### src/rtl/pong_ball_engine.sv
// pong_ball_engine
//   Ball physics and scoring for the Pong game. The ball moves once per
//   frame_tick while run is high, bounces off the top/bottom walls and the
//   paddles, and a miss on either side awards a point to the opposite player.
//   First player to WIN_SCORE ends the game; restart clears the match.
//
//   Optional feature macro: BALL_SPEEDUP_EN
//     defined   : each paddle hit raises the per-frame step by 1, capped at
//                 SPEED_MAX; step returns to SPEED on every serve/restart/reset
//     undefined : step stays at SPEED
//
// Ports
//   clk          master clock
//   clr_n        asynchronous active-low reset
//   frame_tick   one-clk pulse per frame
//   run          high while the game is in PLAY
//   restart      one-clk restart pulse (beats every other same-cycle event)
//   paddle1_y    top edge of the left paddle
//   paddle2_y    top edge of the right paddle
//   ball_x       ball left edge
//   ball_y       ball top edge
//   ball_visible high while serving or moving
//   p1, p2       player scores
//   point_pulse  one-clk pulse when a point is scored
//   game_over    high once a player reaches WIN_SCORE
//   winner       0 = p1 won, 1 = p2 won (valid with game_over)
module pong_ball_engine #(
   parameter int unsigned H_RES        = 640,
   parameter int unsigned V_RES        = 480,
   parameter int unsigned BALL_SIZE    = 8,
   parameter int unsigned PADDLE_W     = 8,
   parameter int unsigned PADDLE_H     = 64,
   parameter int unsigned P1_X         = 16,
   parameter int unsigned P2_X         = 616,
   parameter int unsigned SPEED        = 2,
   parameter int unsigned SPEED_MAX    = 6,
   parameter int unsigned SERVE_FRAMES = 60,
   parameter int unsigned WIN_SCORE    = 7
) (
   input  logic       clk,
   input  logic       clr_n,
   input  logic       frame_tick,
   input  logic       run,
   input  logic       restart,
   input  logic [9:0] paddle1_y,
   input  logic [9:0] paddle2_y,
   output logic [9:0] ball_x,
   output logic [9:0] ball_y,
   output logic       ball_visible,
   output logic [2:0] p1,
   output logic [2:0] p2,
   output logic       point_pulse,
   output logic       game_over,
   output logic       winner
);

`ifdef BALL_SPEEDUP_EN
   localparam bit SPEEDUP = 1'b1;
`else
   localparam bit SPEEDUP = 1'b0;
`endif

   localparam logic [9:0]  CX      = 10'((H_RES - BALL_SIZE) / 2);
   localparam logic [9:0]  CY      = 10'((V_RES - BALL_SIZE) / 2);
   localparam logic [9:0]  Y_MAX   = 10'(V_RES - BALL_SIZE);
   localparam logic [9:0]  X_LHIT  = 10'(P1_X + PADDLE_W);
   localparam logic [9:0]  X_RHIT  = 10'(P2_X - BALL_SIZE);
   localparam logic [10:0] BS_W    = 11'(BALL_SIZE);
   localparam logic [10:0] PH_W    = 11'(PADDLE_H);
   localparam logic [10:0] HRES_W  = 11'(H_RES);
   localparam logic [10:0] VRES_W  = 11'(V_RES);
   localparam logic [10:0] LFACE_W = 11'(P1_X + PADDLE_W);
   localparam logic [10:0] RFACE_W = 11'(P2_X);
   localparam logic [3:0]  STEP0   = 4'(SPEED);
   // With speed-up disabled the cap equals the base step, so a hit leaves it unchanged.
   localparam logic [3:0]  STEP_CAP = SPEEDUP ? 4'(SPEED_MAX) : 4'(SPEED);
   localparam int unsigned CNT_W   = $clog2(SERVE_FRAMES + 1);
   localparam logic [CNT_W-1:0] SERVE_LOAD = CNT_W'(SERVE_FRAMES);
   localparam logic [2:0]  WIN     = 3'(WIN_SCORE);

   typedef enum logic [2:0] {IDLE, SERVE, MOVE, SCORED, OVER} state_t;

   state_t           state;
   logic             dx_right;
   logic             dy_down;
   logic             serve_dy;   // dy used by the most recent serve
   logic             scorer;     // 0 = p1 scored, 1 = p2 scored
   logic [CNT_W-1:0] serve_cnt;
   logic [3:0]       step;

   logic [10:0] x_w, y_w, step_w, p1y_w, p2y_w;
   logic [9:0]  step10;
   logic [9:0]  x_next, y_next;
   logic        dx_next, dy_next;
   logic        ov1, ov2, hit, miss;
   logic [2:0]  cur_score, new_score;

   always_comb begin
      x_w    = {1'b0, ball_x};
      y_w    = {1'b0, ball_y};
      p1y_w  = {1'b0, paddle1_y};
      p2y_w  = {1'b0, paddle2_y};
      step_w = 11'(step);
      step10 = 10'(step);
   end

   // Vertical motion with wall bounce
   always_comb begin
      y_next  = ball_y;
      dy_next = dy_down;
      if (!dy_down && (y_w < step_w)) begin
         y_next  = '0;
         dy_next = 1'b1;
      end else if (dy_down && (y_w + BS_W + step_w > VRES_W)) begin
         y_next  = Y_MAX;
         dy_next = 1'b0;
      end else if (dy_down) begin
         y_next = ball_y + step10;
      end else begin
         y_next = ball_y - step10;
      end
   end

   // Horizontal motion, paddle hits and misses (overlap uses pre-update y)
   always_comb begin
      ov1     = (y_w + BS_W > p1y_w) && (y_w < p1y_w + PH_W);
      ov2     = (y_w + BS_W > p2y_w) && (y_w < p2y_w + PH_W);
      hit     = 1'b0;
      miss    = 1'b0;
      x_next  = ball_x;
      dx_next = dx_right;
      if (!dx_right) begin
         // x - step <= face rewritten as x <= face + step to avoid underflow
         if ((x_w >= LFACE_W) && (x_w <= LFACE_W + step_w) && ov1) begin
            hit     = 1'b1;
            x_next  = X_LHIT;
            dx_next = 1'b1;
         end else if (x_w < step_w) begin
            miss = 1'b1;
         end else begin
            x_next = ball_x - step10;
         end
      end else begin
         if ((x_w + BS_W <= RFACE_W) && (x_w + BS_W + step_w >= RFACE_W) && ov2) begin
            hit     = 1'b1;
            x_next  = X_RHIT;
            dx_next = 1'b0;
         end else if (x_w + BS_W + step_w > HRES_W) begin
            miss = 1'b1;
         end else begin
            x_next = ball_x + step10;
         end
      end
   end

   always_comb begin
      cur_score = scorer ? p2 : p1;
      new_score = (cur_score == 3'd7) ? 3'd7 : cur_score + 3'd1;
   end

   always_ff @(posedge clk or negedge clr_n) begin
      if (!clr_n) begin
         state        <= IDLE;
         ball_x       <= CX;
         ball_y       <= CY;
         ball_visible <= 1'b0;
         p1           <= '0;
         p2           <= '0;
         point_pulse  <= 1'b0;
         game_over    <= 1'b0;
         winner       <= 1'b0;
         dx_right     <= 1'b1;
         dy_down      <= 1'b1;
         serve_dy     <= 1'b1;
         scorer       <= 1'b0;
         serve_cnt    <= '0;
         step         <= STEP0;
      end else begin
         point_pulse <= 1'b0;
         if (restart) begin
            // Direction registers are deliberately left untouched
            state        <= IDLE;
            ball_x       <= CX;
            ball_y       <= CY;
            ball_visible <= 1'b0;
            p1           <= '0;
            p2           <= '0;
            game_over    <= 1'b0;
            winner       <= 1'b0;
            serve_cnt    <= '0;
            step         <= STEP0;
         end else begin
            unique case (state)
               IDLE: begin
                  ball_x <= CX;
                  ball_y <= CY;
                  if (run) begin
                     state        <= SERVE;
                     serve_cnt    <= SERVE_LOAD;
                     serve_dy     <= dy_down;
                     ball_visible <= 1'b1;
                  end
               end
               SERVE: begin
                  if (frame_tick && run) begin
                     serve_cnt <= serve_cnt - 1'b1;
                     if (serve_cnt == CNT_W'(1)) begin
                        state <= MOVE;
                        step  <= STEP0;
                     end
                  end
               end
               MOVE: begin
                  if (frame_tick && run) begin
                     if (miss) begin
                        // Ball freezes where it left the field
                        state        <= SCORED;
                        point_pulse  <= 1'b1;
                        scorer       <= ~dx_right;
                        ball_visible <= 1'b0;
                     end else begin
                        ball_x   <= x_next;
                        ball_y   <= y_next;
                        dx_right <= dx_next;
                        dy_down  <= dy_next;
                        if (hit) begin
                           step <= (step >= STEP_CAP) ? STEP_CAP : step + 4'd1;
                        end
                     end
                  end
               end
               SCORED: begin
                  if (scorer) begin
                     p2 <= new_score;
                  end else begin
                     p1 <= new_score;
                  end
                  if (new_score == WIN) begin
                     state     <= OVER;
                     game_over <= 1'b1;
                     winner    <= scorer;
                  end else begin
                     // Serve toward the player who conceded, alternating vertical direction
                     state        <= SERVE;
                     ball_x       <= CX;
                     ball_y       <= CY;
                     dx_right     <= ~scorer;
                     dy_down      <= ~serve_dy;
                     serve_dy     <= ~serve_dy;
                     serve_cnt    <= SERVE_LOAD;
                     step         <= STEP0;
                     ball_visible <= 1'b1;
                  end
               end
               OVER: begin
                  ball_visible <= 1'b0;
               end
               default: begin
                  state <= IDLE;
               end
            endcase
         end
      end
   end

endmodule

### config.mk
export PLATFORM = sky130hd
export DESIGN_NAME = pong_ball_engine
export DESIGN_NICKNAME = d
export VERILOG_FILES = /design/src/rtl/pong_ball_engine.sv
export SDC_FILE = /design/constraint.sdc
export NUM_CORES = 1
export LEC_CHECK = 0
export ABC_AREA = 1
export CORE_UTILIZATION = 52
export DETAILED_ROUTE_END_ITERATION = 8
export PLACE_DENSITY = 0.77
export SLEW_MARGIN = 20
export SYNTH_ARGS = -nofsm -noshare
export SYNTH_HDL_FRONTEND = slang
export SYNTH_SLANG_ARGS = --single-unit
### constraint.sdc
create_clock -name clk -period 2.5 [get_ports clk]
set_input_delay 0.25 -clock clk [delete_from_list [all_inputs] [get_ports clk]]
set_output_delay 0.25 -clock clk [all_outputs]
set_load 0.03 [all_outputs]
Yosys cells after proc, flatten, opt, wreduce, memory -nomap -nowiden
Cells that the tools add are included.
Word-level totals
  RAM bits: 0
  input bits: 25
  bits in latches: 0
  register bits after elaboration: 47
  output and inout bits: 30
  memories: 0
  ROM bits: 0
  logic and storage cells: 189
Cells by class
  shifts and indexed selects: 0
  divide/modulo/power cells: 0
  $mul: 0
  bitwise operators: 4
  reductions and logical operators: 33
  equality and inequality tests: 24
  mux-type cells: 86
  magnitude comparators: 13
  add/subtract/negate cells: 14
Operators with widths (number)
  $mux W10: 16
  $pmux W10 S3: 2
  $mux W3: 15
  $mux W1: 34
  $mux W4: 8
  $ne A3 B3 Y1 const B: 9
  $mux W6: 4
  $add A10 B4 Y11 const B: 2
  $add A10 B7 Y11 const B: 2
  $add A11 B4 Y11: 2
  $gt A11 B10 Y1: 2
  $lt A10 B11 Y1: 2
  $add A10 B4 Y10: 2
  $lt A10 B4 Y1: 2
  $sub A10 B4 Y10: 2
  $pmux W6 S3: 1
  $reduce_and A6 Y1: 3
  $reduce_and A4 Y1: 4
  $pmux W3 S5: 1
  $ne A2 B2 Y1 const B: 6
  $pmux W4 S3: 1
  $reduce_bool A4 Y1: 3
  $ge A11 B10 Y1 const B: 1
  $gt A11 B10 Y1 const B: 1
  other kinds (25): 49

Logic depth before layout (Yosys ltp)
  depth in word-level cells: 12
  gate-level depth with buffers: 21

Worst setup path before layout
Ideal clock, no wire load.
  kind: register to register
  start point: register ball_y[5]
  end point: register step[0]
  required time: 2.383 ns
  setup time: 0.117 ns
  slack: -0.434 ns
  stages on the path, launching flop included: 18
  clock period less this slack: 2.934 ns
  path buffers: 1
  arrival: 2.817 ns
  cells stage by stage: dfstp_2 buf_2 nand2_1 nor3_2 nand3_1 and2_1 ha_1 inv_1 o211ai_1 nor2_1 nand2_1 nand4_1 nor2_1 nor2_1 a21boi_2 nand3_2 nand2_1 nand2_1
Between the ends
  longest elaborated chain between the ends: 8
RTL lines
  from (decl): line 48  | output logic [9:0] ball_y,
  from (signal assigned): line 223  | ball_y <= y_next;
  $add A10 B4 Y11: line 126, 127
  $gt A11 B10 Y1 (on tied branches): line 126, 127
  $logic_and A1 B1 Y1 (on tied branches): line 126, 127
  $logic_and A1 B1 Y1 (on tied branches): line 134, 144
  $mux W1 (on tied branches): line 134, 144
  $mux W1: line 132  | if (!dx_right) begin
  $ne A3 B3 Y1 (no source line)
  $reduce_and A7 Y1 (no source line) (*)
  to (signal assigned): line 227  | step <= (step >= STEP_CAP) ? STEP_CAP : step + 4'd1;
  to (decl): line 89  | logic [3:0] step;
Every way passes the cells marked *; elsewhere a longest branch is shown, timed or not.
A chain may end at the register's enable or synchronous reset.

Worst setup path after layout
  start point: register ball_y[3]
  end point: register ball_x[0]
Between the ends
  longest elaborated chain between the ends: 10
RTL lines
  $add A10 B4 Y11: line 126, 127
  $gt A11 B10 Y1 (on tied branches): line 126, 127
  $logic_and A1 B1 Y1 (on tied branches): line 126, 127
  $logic_and A1 B1 Y1 (on tied branches): line 134, 144
  $mux W10 (on tied branches): line 134, 144
  $mux W10: line 132
  $mux W10: line 215  | if (miss) begin
  $mux W10: line 214  | if (frame_tick && run) begin
  $pmux W10 S3: line 193  | unique case (state)
  $mux W10: line 180  | if (restart) begin
  to (signal assigned): line 222  | ball_x <= x_next;
  to (decl): line 47  | output logic [9:0] ball_x,
Several ways; a longest one is shown, not always the timed one. The select of a mux whose other input is x is not followed.

==> results_tabular.tex <==
\begin{tabular}{lr}
\hline
Metric & Value \\
\hline
\multicolumn{2}{l}{\textbf{Run status}} \\
Outcome & complete, but fails checks \\
Violations in the final reports & setup timing \\
\multicolumn{2}{l}{\textbf{Synthesis}} \\
Post-synth top area share & 17.9\% \\
Proportion of synthesized chip area in sequential cells & 21.6\% \\
Post-synth EDFFs & 0 \\
Gate count of the mapped netlist & 854 \\
Post-Synthesis Mean Instance Area & 6.46 um2 \\
Number of nets in the synthesized netlist & 947 \\
Post-synth cell types & 46 \\
Share of synthesized registers carrying an async set or reset & 100\% \\
Area of the mapped netlist & 0.00552 mm2 \\
Largest area contributor in the netlist & sky130\_fd\_sc\_hd\_\_nand2\_1 \\
Number of synthesis warnings & 0 \\
Predominant post-synthesis flop cell & sky130\_fd\_sc\_hd\_\_dfrtp\_1 \\
FF+latch count, synth & 47 \\
Most area-consuming cells after synthesis & sky130\_fd\_sc\_hd\_\_nand2\_1 (18\%), sky130\_fd\_sc\_hd\_\_dfrtp\_1 (15\%), sky130\_fd\_sc\_hd\_\_ha\_1 (15\%) \\
\multicolumn{2}{l}{\textbf{Global route}} \\
Total global routing track utilization & 28.9\% \\
Initial antenna violation count & 0 \\
Total overflow reported by the global router & 0 \\
Largest net degree at the start of global routing & 44 \\
Vias in the first global route & 5628 \\
First-pass GRT wire length & 26300 um \\
\multicolumn{2}{l}{\textbf{Layout}} \\
Post-Route Utilization & 71.7\% \\
Number of fill cells in the layout & 850 \\
Commonest cells after routing, fill and taps aside & sky130\_fd\_sc\_hd\_\_nand2\_1 (253), sky130\_fd\_sc\_hd\_\_buf\_4 (118), sky130\_fd\_sc\_hd\_\_inv\_1 (105), sky130\_fd\_sc\_hd\_\_nor2\_1 (74) \\
Post-layout nets & 1112 \\
Filler-free cell count of the finished design & 1156 \\
Proportion of layout cells with a drive suffix above 1 & 21.9\% \\
Commonest non-fill, non-tap cell in the layout & sky130\_fd\_sc\_hd\_\_nand2\_1 \\
Antenna fix cells & 0 \\
Area grow syn2layout & 34.1\% \\
\multicolumn{2}{l}{\textbf{Detailed routing}} \\
First-pass iteration count of the detailed router & 5 \\
Mean routed wirelength per cell & 13.6 um \\
Initial detailed-routing violation count & 422 \\
Via count & 6020 \\
Number of vias per cell after detailed routing & 5.21 \\
Routed WL & 15700 um \\
Post-route DRC violation count & 0 \\
Remaining number of nets flagged by the antenna check after routing & 0 \\
\multicolumn{2}{l}{\textbf{Critical path}} \\
Critical Path Slowest Stage Cell & sky130\_fd\_sc\_hd\_\_dfstp\_2 \\
Worst Path Required & 2.74 ns \\
Top cell family by delay on the critical path & simple AND/OR/NAND/NOR gates \\
Startpoint of the most critical register-to-register path & ball\_y[3]\$\_DFFE\_PN1P\_ \\
CP bufs+invs & 1 \\
Largest stage delay on the critical path & 0.62 ns \\
Critical path arrival & 3.12 ns \\
CP most frequent cell & sky130\_fd\_sc\_hd\_\_nand2\_1 \\
Worst Path Class, Setup & register to register \\
Total stage count of the critical path & 17 \\
Category of the worst setup path launch point & register \\
Worst setup EP type & register \\
First element of the critical path & ball\_y[3]\$\_DFFE\_PN1P\_ \\
End point of the critical path & ball\_x[0]\$\_DFFE\_PN0P\_ \\
R2R depth & 17 \\
Capture point of the worst reg-to-reg path & ball\_x[0]\$\_DFFE\_PN0P\_ \\
Max FO, Critical Path & 10 \\
Worst path cell trace & ha\_4 > nand2\_2 > xor2\_2 > ha\_1 > nand2\_1 > nand3b\_1 > nand3b\_1 > nand2\_1 > nand2\_2 > nor3\_4 > nand2\_4 > nand4\_4 > nand3\_2 > nor2\_4 > buf\_12 > nand2\_1 > nand2\_1 \\
Setup slack, reg-to-reg & -0.38 ns \\
\multicolumn{2}{l}{\textbf{CTS}} \\
Number of buffers inserted during clock tree synthesis & 5 \\
Max clock buf depth & 2 \\
CTS Sinks & 47 \\
Clk\_lat worst skew & 0.31 ns \\
CTS tree & done \\
Root buffer cell & sky130\_fd\_sc\_hd\_\_clkbuf\_8 \\
CTS clk-pin slew, worst paths & 0.09 ns \\
Maximum level of the CTS H-tree & 2 \\
\multicolumn{2}{l}{\textbf{Die}} \\
Die width & 105 um \\
Standard-cell rows & 37 \\
Area of the die & 0.0110 mm2 \\
Io pins & 55 \\
Initial core utilization & 53.5\% \\
Height of the die & 105 um \\
Placeable core region & 0.0103 mm2 \\
\multicolumn{2}{l}{\textbf{Worst hold path}} \\
Tightest Hold Check Type & input pin to asynchronous set/reset pin \\
\multicolumn{2}{l}{\textbf{Timing}} \\
Count of pins over their slew limit & 0 \\
Setup repair after global routing missed its margin & true \\
Slew of the pin with the lowest slew margin & 0.567 ns \\
Maximum clock rate & 0.347 GHz \\
Finish-stage setup viols & 30 \\
Post-layout min period & 2.88 ns \\
Worst setup slack after layout & -0.379 ns \\
Final Hold Viols & 0 \\
Sum of negative setup slack & -9.47 ns \\
Worst clock skew & 0.0102 ns \\
Relative max-transition margin & 62.2\% \\
Final Cycle Share & 115\% \\
\multicolumn{2}{l}{\textbf{Placement}} \\
HPWL Detailed & 12200 um \\
Number of I/O port buffers & 54 \\
Number of placed instances with taps included & 1137 \\
Worst slack, placed & -0.361 ns \\
Final GP Congestion & 0.903 \\
\multicolumn{2}{l}{\textbf{Power and ir drop}} \\
VDD IR-drop max & 0.000486 V \\
Total power divided by cell area & 781 mW/mm2 \\
Leakage power total & 0.00380 uW \\
\multicolumn{2}{l}{\textbf{Job}} \\
\# Max-Cap Violations & 0 \\
\hline
\end{tabular}
## layer usage
layer	share of wire, %	track usage, %	wire length [um]
met5	0	0	0
met4	0.85	5.03	133
met3	4.7	2.37	735
met2	46	49.3	7230
met1	48	40.3	7580
## report_power, final
| part | switching [uW] | leakage [uW] | internal, uW | total, uW |
|---|---|---|---|---|
| Combinational | 2240 | 0.00316 | 1800 | 4030 |
| Clock | 284 | 0.0000489 | 230 | 514 |
| Sequential | 242 | 0.000594 | 997 | 1240 |
| Total | 2760 | 0.00380 | 3020 | 5780 |
## sequential cells by signal (all words and copies together), names as in the netlist
| signal | count |
|---|---|
| ball_x | 10 |
| game_over | 1 |
| serve_dy | 1 |
| state | 3 |
| serve_cnt | 6 |
| scorer | 1 |
| step | 4 |
| p1 | 3 |
| ball_visible | 1 |
| dy_down | 1 |
| point_pulse | 1 |
| p2 | 3 |
| ball_y | 10 |
| dx_right | 1 |
| winner | 1 |
## worst register-to-register path, cell delays in order, from the launching register on
cell and delay, ns:
sky130_fd_sc_hd__dfstp_2 0.62, sky130_fd_sc_hd__ha_4 0.20, sky130_fd_sc_hd__nand2_2 0.08, sky130_fd_sc_hd__xor2_2 0.16, sky130_fd_sc_hd__ha_1 0.30, sky130_fd_sc_hd__nand2_1 0.05
sky130_fd_sc_hd__nand3b_1 0.15, sky130_fd_sc_hd__nand3b_1 0.17, sky130_fd_sc_hd__nand2_1 0.09, sky130_fd_sc_hd__nand2_2 0.06, sky130_fd_sc_hd__nor3_4 0.22, sky130_fd_sc_hd__nand2_4 0.12
sky130_fd_sc_hd__nand4_4 0.08, sky130_fd_sc_hd__nand3_2 0.09, sky130_fd_sc_hd__nor2_4 0.17, sky130_fd_sc_hd__buf_12 0.15, sky130_fd_sc_hd__nand2_1 0.05, sky130_fd_sc_hd__nand2_1 0.07
## final cells by class
| cell class | count | area, um2 | area share, % |
|---|---|---|---|
| Multi-Input combinational cell | 671 | 3990 | 53.9 |
| Timing Repair Buffer | 177 | 1500 | 20.3 |
| Sequential cell | 47 | 1200 | 16.2 |
| Inverter | 117 | 445 | 6.02 |
| Tap cell | 136 | 170 | 2.30 |
| Clock buffer | 7 | 86.3 | 1.17 |
| Clock inverter | 1 | 8.76 | 0.118 |
## per-stage QoR
stage	cell area [um2]	power [uW]	hold slack, ns
after global placement	7100	5010	0.0686
after global routing	7400	6290	0.282
after floorplan	5660	3590	-0.0456
final	7400	5780	0.274
after detailed placement	7100	5060	0.0699
after CTS	7310	5690	0.270
## Yosys cell counts, drive strengths merged, types with 3 or more instances
library cell  count
xnor2             4
ha               64
buf              14
inv             116
a21oi            43
clkbuf            5
nor3              8
xor2             16
nand3b            5
nor2             86
nand3            65
dfrtp            33
o21ai            46
nand4            26
nand2           274
dfstp            14
or2               5
o21a              3
o211ai            5
a31oi             3
fa                4
## what timing repair did
item | CTS | global route
buffers inserted | 5 | 6
hold endpoints to repair | 4 | 0
hold buffers | 1 | 0
pin swaps | 12 | 8
gates resized for setup | 13 | 17
gates cloned | 0 | 0
setup endpoints to repair | 30 | 30
## worst min path at each step
stage / slack (ns) / cells after the start / to / start
2_1_floorplan: -0.05 / 0 / ball_visible$_DFFE_PN0P_ / clr_n
4_1_cts: 0.27 / 2 / ball_y[4]$_DFFE_PN0P_ / clr_n
6_report: 0.27 / 2 / ball_y[8]$_DFFE_PN0P_ / clr_n
3_5_place_dp: 0.07 / 1 / ball_y[8]$_DFFE_PN0P_ / clr_n
5_1_grt: 0.28 / 2 / ball_y[8]$_DFFE_PN0P_ / clr_n
3_3_place_gp: 0.07 / 1 / ball_y[8]$_DFFE_PN0P_ / clr_n
## logic make-up after synthesis
logic type / Yosys count / synth area share, %
AND/OR/NAND/NOR: 475 / 38.6
buffers and inverters: 136 / 10.0
AO/OA/AOI/OAI: 108 / 10.7
adder cells (fa/ha/maj): 68 / 16.0
flip-flops: 47 / 21.6
XOR/XNOR: 20 / 3.17
No activity file was read; power rests on OpenSTA's default activity.
